### src/rtl/uart_rx.sv
// uart_rx: 16x-oversampled UART receiver (LSB first, optional even/odd parity, STOP_BITS stops).
// Define UART_RX_SYNC_EN to route rx through a 2-flop synchroniser before the FSM.
module uart_rx #(
   parameter int DATA_WIDTH = 8,
   parameter int STOP_BITS  = 1
) (
   input  logic                  clk,
   input  logic                  rst,
   input  logic                  rx,
   input  logic                  sample_tick,
   input  logic [1:0]            parity_mode,
   output logic [DATA_WIDTH-1:0] dout,
   output logic                  rx_done,
   output logic                  parity_err,
   output logic                  frame_err,
   output logic                  rx_busy
);

   typedef enum logic [2:0] {
      IDLE   = 3'd0,
      START  = 3'd1,
      DATA   = 3'd2,
      PARITY = 3'd3,
      STOP   = 3'd4
   } state_t;

   localparam logic [3:0] MID_CNT   = 4'd7;
   localparam logic [3:0] LAST_CNT  = 4'd15;
   localparam logic [2:0] LAST_IDX  = 3'(DATA_WIDTH - 1);
   localparam logic       LAST_STOP = 1'(STOP_BITS - 1);

   // Parity bit p is wrong for word under the given mode; 00/11 never flag.
   function automatic logic parity_bad(input logic [1:0] mode,
                                       input logic [DATA_WIDTH-1:0] word,
                                       input logic p);
      logic bad;
      case (mode)
         2'b01:   bad = (p != ^word);
         2'b10:   bad = (p != ~^word);
         default: bad = 1'b0;
      endcase
      return bad;
   endfunction

   logic rx_s;

`ifdef UART_RX_SYNC_EN
   logic [1:0] sync_q;

   // Two-flop synchroniser for the asynchronous pin, idle-high out of reset.
   always_ff @(posedge clk) begin
      if (rst) begin
         sync_q <= 2'b11;
      end else begin
         sync_q <= {sync_q[0], rx};
      end
   end

   assign rx_s = sync_q[1];
`else
   assign rx_s = rx;
`endif

   state_t                state_q, state_d;
   logic [3:0]            cnt_q, cnt_d;
   logic [2:0]            idx_q, idx_d;
   logic                  stop_q, stop_d;
   logic [DATA_WIDTH-1:0] shift_q, shift_d;
   logic [1:0]            mode_q, mode_d;
   logic                  pflag_q, pflag_d;
   logic                  fflag_q, fflag_d;
   logic                  done_d;

   logic [DATA_WIDTH-1:0] dout_q;
   logic                  done_q;
   logic                  perr_q;
   logic                  ferr_q;

   // FSM and datapath state register.
   always_ff @(posedge clk) begin
      if (rst) begin
         state_q <= IDLE;
         cnt_q   <= 4'd0;
         idx_q   <= 3'd0;
         stop_q  <= 1'b0;
         shift_q <= '0;
         mode_q  <= 2'b00;
         pflag_q <= 1'b0;
         fflag_q <= 1'b0;
      end else begin
         state_q <= state_d;
         cnt_q   <= cnt_d;
         idx_q   <= idx_d;
         stop_q  <= stop_d;
         shift_q <= shift_d;
         mode_q  <= mode_d;
         pflag_q <= pflag_d;
         fflag_q <= fflag_d;
      end
   end

   // Next-state logic; everything advances only on sample_tick.
   always_comb begin
      state_d = state_q;
      cnt_d   = cnt_q;
      idx_d   = idx_q;
      stop_d  = stop_q;
      shift_d = shift_q;
      mode_d  = mode_q;
      pflag_d = pflag_q;
      fflag_d = fflag_q;
      done_d  = 1'b0;

      if (sample_tick) begin
         case (state_q)
            IDLE: begin
               if (!rx_s) begin
                  state_d = START;
                  cnt_d   = 4'd0;
                  mode_d  = parity_mode;
                  pflag_d = 1'b0;
                  fflag_d = 1'b0;
               end else begin
                  state_d = IDLE;
               end
            end
            START: begin
               if (cnt_q == MID_CNT) begin
                  cnt_d = 4'd0;
                  idx_d = 3'd0;
                  // A high line at the start-bit centre is a glitch, not a frame.
                  if (!rx_s) begin
                     state_d = DATA;
                  end else begin
                     state_d = IDLE;
                  end
               end else begin
                  cnt_d = cnt_q + 4'd1;
               end
            end
            DATA: begin
               if (cnt_q == LAST_CNT) begin
                  cnt_d   = 4'd0;
                  shift_d = {rx_s, shift_q[DATA_WIDTH-1:1]};
                  if (idx_q == LAST_IDX) begin
                     idx_d  = 3'd0;
                     stop_d = 1'b0;
                     if ((mode_q == 2'b01) || (mode_q == 2'b10)) begin
                        state_d = PARITY;
                     end else begin
                        state_d = STOP;
                     end
                  end else begin
                     idx_d = idx_q + 3'd1;
                  end
               end else begin
                  cnt_d = cnt_q + 4'd1;
               end
            end
            PARITY: begin
               if (cnt_q == LAST_CNT) begin
                  cnt_d   = 4'd0;
                  stop_d  = 1'b0;
                  pflag_d = parity_bad(mode_q, shift_q, rx_s);
                  state_d = STOP;
               end else begin
                  cnt_d = cnt_q + 4'd1;
               end
            end
            STOP: begin
               if (cnt_q == LAST_CNT) begin
                  cnt_d = 4'd0;
                  if (!rx_s) begin
                     fflag_d = 1'b1;
                  end else begin
                     fflag_d = fflag_q;
                  end
                  if (stop_q == LAST_STOP) begin
                     state_d = IDLE;
                     done_d  = 1'b1;
                  end else begin
                     stop_d = stop_q + 1'b1;
                  end
               end else begin
                  cnt_d = cnt_q + 4'd1;
               end
            end
            default: begin
               state_d = IDLE;
               cnt_d   = 4'd0;
            end
         endcase
      end else begin
         done_d = 1'b0;
      end
   end

   // Output registers: word and flags are published together with the rx_done pulse.
   always_ff @(posedge clk) begin
      if (rst) begin
         dout_q <= '0;
         done_q <= 1'b0;
         perr_q <= 1'b0;
         ferr_q <= 1'b0;
      end else begin
         done_q <= done_d;
         if (done_d) begin
            dout_q <= shift_q;
            perr_q <= pflag_q;
            ferr_q <= fflag_d;
         end
      end
   end

   assign dout       = dout_q;
   assign rx_done    = done_q;
   assign parity_err = perr_q;
   assign frame_err  = ferr_q;
   assign rx_busy    = (state_q != IDLE);

endmodule

### config.mk
export PLATFORM = sky130hd
export DESIGN_NAME = uart_rx
export DESIGN_NICKNAME = d
export VERILOG_FILES = /design/src/rtl/uart_rx.sv
export SDC_FILE = /design/constraint.sdc
export NUM_CORES = 1
export LEC_CHECK = 0
export CORE_MARGIN = 2
export CORE_UTILIZATION = 59
export DETAILED_ROUTE_END_ITERATION = 16
export HOLD_SLACK_MARGIN = 0.06
export MAX_ROUTING_LAYER = met4
export PLACE_DENSITY = 0.81
export RECOVER_POWER = 50
export REMOVE_ABC_BUFFERS = 1
export SKIP_LAST_GASP = 1
export SYNTH_ARGS = -nofsm -noshare
export SYNTH_HDL_FRONTEND = slang
export SYNTH_SLANG_ARGS = --single-unit
### constraint.sdc
create_clock -name clk -period 2.93 [get_ports clk]
set_input_delay 0.293 -clock clk [delete_from_list [all_inputs] [get_ports clk]]
set_output_delay 0.293 -clock clk [all_outputs]
set_load 0.005 [all_outputs]
Word level (Yosys, flattened, before mapping)
Cells that the tools add are included.

word-level totals
  bits in registers = 34
  bits of input ports = 6
  word-level logic and storage cells = 87

operators by class
  add/subtract/negate cells = 3
  equal/unequal tests = 18
  multiplexer cells = 37
  bitwise gates (word level) = 1
  reductions and logical operators = 16

operators by type and width
  cell                                            count
  2-to-1 mux 3 bit                                10
  2-to-1 mux 1 bit                                16
  one-hot mux 3 bit (5 select lines)              1
  != test 2 bit (second input constant)           7
  2-to-1 mux 4 bit                                3
  one-hot mux 4 bit (3 select lines)              1
  AND reduction 4 bit                             2
  XNOR reduction 8 bit                            1
  parity 8 bit                                    1
  AND reduction 7 bit                             1
  == test 3 x 2 -> 1 bit (second input constant)  2
  == test 3 bit (second input constant)           2
  one-hot mux 1 bit (2 select lines)              3
  one-hot mux 3 bit (2 select lines)              1
  AND reduction 3 bit                             2
  AND reduction 6 bit                             1
  nonzero test 3 bit                              2
  adder 4 x 1 -> 4 bit (second input constant)    1
  == test 4 x 3 -> 1 bit (second input constant)  1
  == test 4 bit (second input constant)           1
  nonzero test 2 bit                              2
  adder 3 x 1 -> 3 bit (second input constant)    1
  == test 3 x 1 -> 1 bit (second input constant)  1
  logical NOT 3 bit                               1
  other kinds (10)                                11

Depth between registers and ports, before layout
  depth after elaboration = 6
  depth in mapped cells = 7

Worst setup path before layout
No wires, ideal clock.

  kind = reg2reg
  start point = reg cnt_q[0]
  end point = reg perr_q (netlist: parity_err)
  library setup time = 0.128 ns
  arrival = 1.411 ns
  data required time = 2.802 ns
  slack = 1.391 ns
  cell stages (with the launch flop) = 7
  buffers on the path = 1
  period minus slack after synthesis = 1.539 ns
  path through = dfxtp_1 ha_1 and4_1 nand3_1 buf_2 mux2i_1 nor2_1

on the way
  word-level cells in the longest chain between the ends = 4

RTL lines
  item                    RTL line  RTL
  from (decl)             65        logic [3:0] cnt_q, cnt_d;
  from (signal assigned)  92        cnt_q <= cnt_d;
  == test 4 bit           171       if (cnt_q == LAST_CNT) begin
  2-to-1 mux 1 bit        171
  2-to-1 mux 1 bit        115       case (state_q)
  2-to-1 mux 1 bit        114       if (sample_tick) begin
  to (signal assigned)    209       perr_q <= pflag_q;
  to (decl)               76        logic perr_q;

Every way passes these cells.
A chain may end at the register's enable or synchronous reset.

Worst setup path after layout
  start point = reg cnt_q[0]
  end point = reg dout_q[1] (netlist: dout[1])

on the way
  word-level cells in the longest chain between the ends = 4

RTL lines
  item                  RTL line  RTL
  == test 4 bit         171
  2-to-1 mux 1 bit      171
  2-to-1 mux 1 bit      115
  2-to-1 mux 1 bit      114
  to (signal assigned)  208       dout_q <= shift_q;
  to (decl)             74        logic [DATA_WIDTH-1:0] dout_q;

Every way passes these cells.

==> results.ini <==
[run_status]
status = completed

[global_route]
antenna_found_initial = 0
grt_max_degree = 19
grt_pass1_vias = 1137
grt_pass1_wl_um = 5009
grt_use_total_pct = 21.09
grt-ovfl-total = 0

[worst_setup_path]
path_max_fanout = 12
reg2reg_from = cnt_q[0]$_SDFFE_PP0P_
startpoint_type = register
endpoint_kind = register
r2r_cells = 5
cpPeakStageDelay_ns = 0.51
crit_chain = ha_1 -> and4_1 -> nand3_1 -> mux2i_1 -> nor2_1
cp_data_required_time_ns = 3.14
critPathSlowestCell = nand3_1
arrival_ns = 2.22
r2r_setup_slack_ns = 0.92
crit_path_start = cnt_q[0]$_SDFFE_PP0P_
crit_type = reg -> reg

[clocking]
ctsHoldBuffers = 0
cts_buffers = 5
cts_root_buf = clkbuf_4
clkLatencyLatePin_ns = 0.33
ctsResizeCount = 0
h-tree-depth = 2
cts_tree = yes
clockBufferDepth = 2
cts_setup_buffers = 0
clock_sinks = 33
clk_pin_slew_worst_paths_ns = 0.10

[timing]
finalClockSkew_ns = 0.007269
hold_viol_final = 0
tns_ns = 0
finalSetupViolCount = 0
slew_headroom_pct = 54.68
rsz0062_at_grt = false
period_needed_ns = 2.009
worstMarginPinSlew_ns = 0.6779
clock.fmax_ghz = 0.4978
post-route-period-util_pct = 68.56
drv_slew = 0

[layout]
fin_util_pct = 70.32
areaGrowthSynthToFinish_pct = 11.16
diodes = 0
final_nets = 191
drive_gt1_share_pct = 6.593
fill_cells = 210

[die]
die_h_um = 55.78
dieWidth_um = 55.78
die_area_um2 = 3111
design.core.area_um2 = 2500
initial_core_util_pct = 63.26
io_pins = 18
rows = 18

[drt]
drc = 0
drt_iter0_markers = 21
first_pass_iters = 4
vias_per_cell = 5.542
num_vias = 1175
antenna_left = 0
drt-total-wl_um = 2860
wl_per_cell_um = 13.49

[synthesis]
synth_top_family_by_area = simple AND/OR/NAND/NOR gates
synth_commonest_cells = dfxtp_1 (33), nor2_1 (30), mux2i_1 (23)
netlist_area_um2 = 1582
synth-seq-cells = 33
synthFlopType = dfxtp_1
synth-compound-area-share_pct = 8.544
yosys-mux-area-fraction_pct = 14.56
synth_top_area_share_pct = 41.77
synth.distinct_cells = 36
yosys-top-cells-area = dfxtp_1 (42%), mux2i_1 (15%), nor2_1 (7.1%)
syn-mean-instance-area_um2 = 9.643
syn_inst = 164
yosysSeqAreaShare_pct = 41.77
synthAdderAreaFrac_pct = 3.165
synth-xor-area-share_pct = 7.041
synth_edf_count = 0
synth_most_common_cell = dfxtp_1
synthSimpleGateAreaFrac_pct = 21.99
synth-async-reset-ratio_pct = 0
yosysTopAreaCell = dfxtp_1
synth_warnings = 0

[power_and_ir_drop]
power.share.sequential_pct = 59.4
internal-power_uw = 580.1
power.share.switching_pct = 25.23
leakagePower_nw = 0.7251
p_clk_share_pct = 30.9
p_per_area_nw_per_um2 = 441.3
peakVddDrop_uv = 397.1
comb_power_share_pct = 9.6
switching_power_uw = 195.7

[job]
cap_violations = 0

[worst_hold_path]
hp-class = reg -> reg
min_from = idx_q[1]$_SDFFE_PP0P_
hold_depth = 2

[placement]
finalWeightedCongestion = 0.8699
io_buffers = 17
dpl.hpwl_um = 2122

## stage by stage
| stage | std cells | hold slack (ns) | setup WS, ns | cell area (um^2) | power [mW] |
|---|---|---|---|---|---|
| 6_report | 212 | 0.4789 | 0.9211 | 1758 | 0.7758 |
| 5_1_grt | 212 | 0.4984 | 0.7898 | 1758 | 0.8161 |
| 4_1_cts | 212 | 0.4804 | 0.9194 | 1805 | 0.7954 |
| 3_5_place_dp | 204 | 0.4650 | 0.7021 | 1754 | 0.5583 |
| 3_3_place_gp | 204 | 0.4596 | 0.7802 | 1754 | 0.5545 |
| 2_1_floorplan | 156 | 0.3618 | 1.271 | 1539 | 0.5270 |
## layout by cell type, fill, tap and decap left out, types with 2 or more instances in the layout
cell type	count
a21oi_1	9
and2_1	2
or3_1	2
nand3_1	7
nand3b_1	2
ha_1	4
dlygate4sd3_1	12
nand2_1	5
dfxtp_1	33
o21ai_0	4
clkbuf_4	5
xnor2_1	8
nor2b_1	2
clkinv_2	2
clkdlybuf4s50_1	5
nor2_1	31
nor3_1	4
mux2i_1	23
nand2b_1	6
## final timing paths
kind,to
max,dout[1]$_SDFFE_PP0P_
min reg2reg,idx_q[1]$_SDFFE_PP0P_
min,idx_q[1]$_SDFFE_PP0P_
max reg2reg,dout[1]$_SDFFE_PP0P_
## flip-flops by register name, indices dropped and copies added, names as in the netlist
name and flops:
idx_q 3, frame_err 1, parity_err 1, mode_q 2, dout 8, state_q 3, cnt_q 4, fflag_q 1
shift_q 8, pflag_q 1, rx_done 1
## per-layer routing
layer	GRT usage (%)	share of wire, %
met4	7.666	1.3
met2	31.46	45
met3	7.442	4.3
met5	-	0
met1	26.44	49
## cells by family (layout without fill, tap and decap cells)
logic type               count (synthesis)  after routing
AO/OA/AOI/OAI                           19             19
AND/OR/NAND/NOR                         67             67
XOR/XNOR                                 9              9
adder cells (fa/ha/maj)                  4              4
flip-flops                              33             33
multiplexers                            23             23
buffers and inverters                    9             27
## power by group through the flow
| stage | clock network (mW) | logic (mW) | registers, mW |
|---|---|---|---|
| 4_1_cts | 0.248 | 0.0858 | 0.462 |
| 3_3_place_gp | 0 | 0.0826 | 0.472 |
| 6_report | 0.240 | 0.0747 | 0.461 |
| 5_1_grt | 0.271 | 0.0824 | 0.463 |
| 3_5_place_dp | 0 | 0.0857 | 0.473 |
| 2_1_floorplan | 0 | 0.0565 | 0.471 |
## critical path, delay by kind of cell (launching register included)
family                     cells  cell delay, ns
muxes                          1            0.34
and+or+nand+nor                3            0.85
DFF                            1            0.42
adders and majority gates      1            0.26
## cell type report
class,instances,area (um^2),share of cell area [%]
multi-input combinational,122,827.0,47.05
sequential,33,660.6,37.58
timing repair buffer,18,177.7,10.11
clock buffer,6,41.29,2.349
tap,30,37.54,2.135
clock inverter,2,10.01,0.5694
inverter,1,3.754,0.2135
No activity file was read; power rests on OpenSTA's default activity.
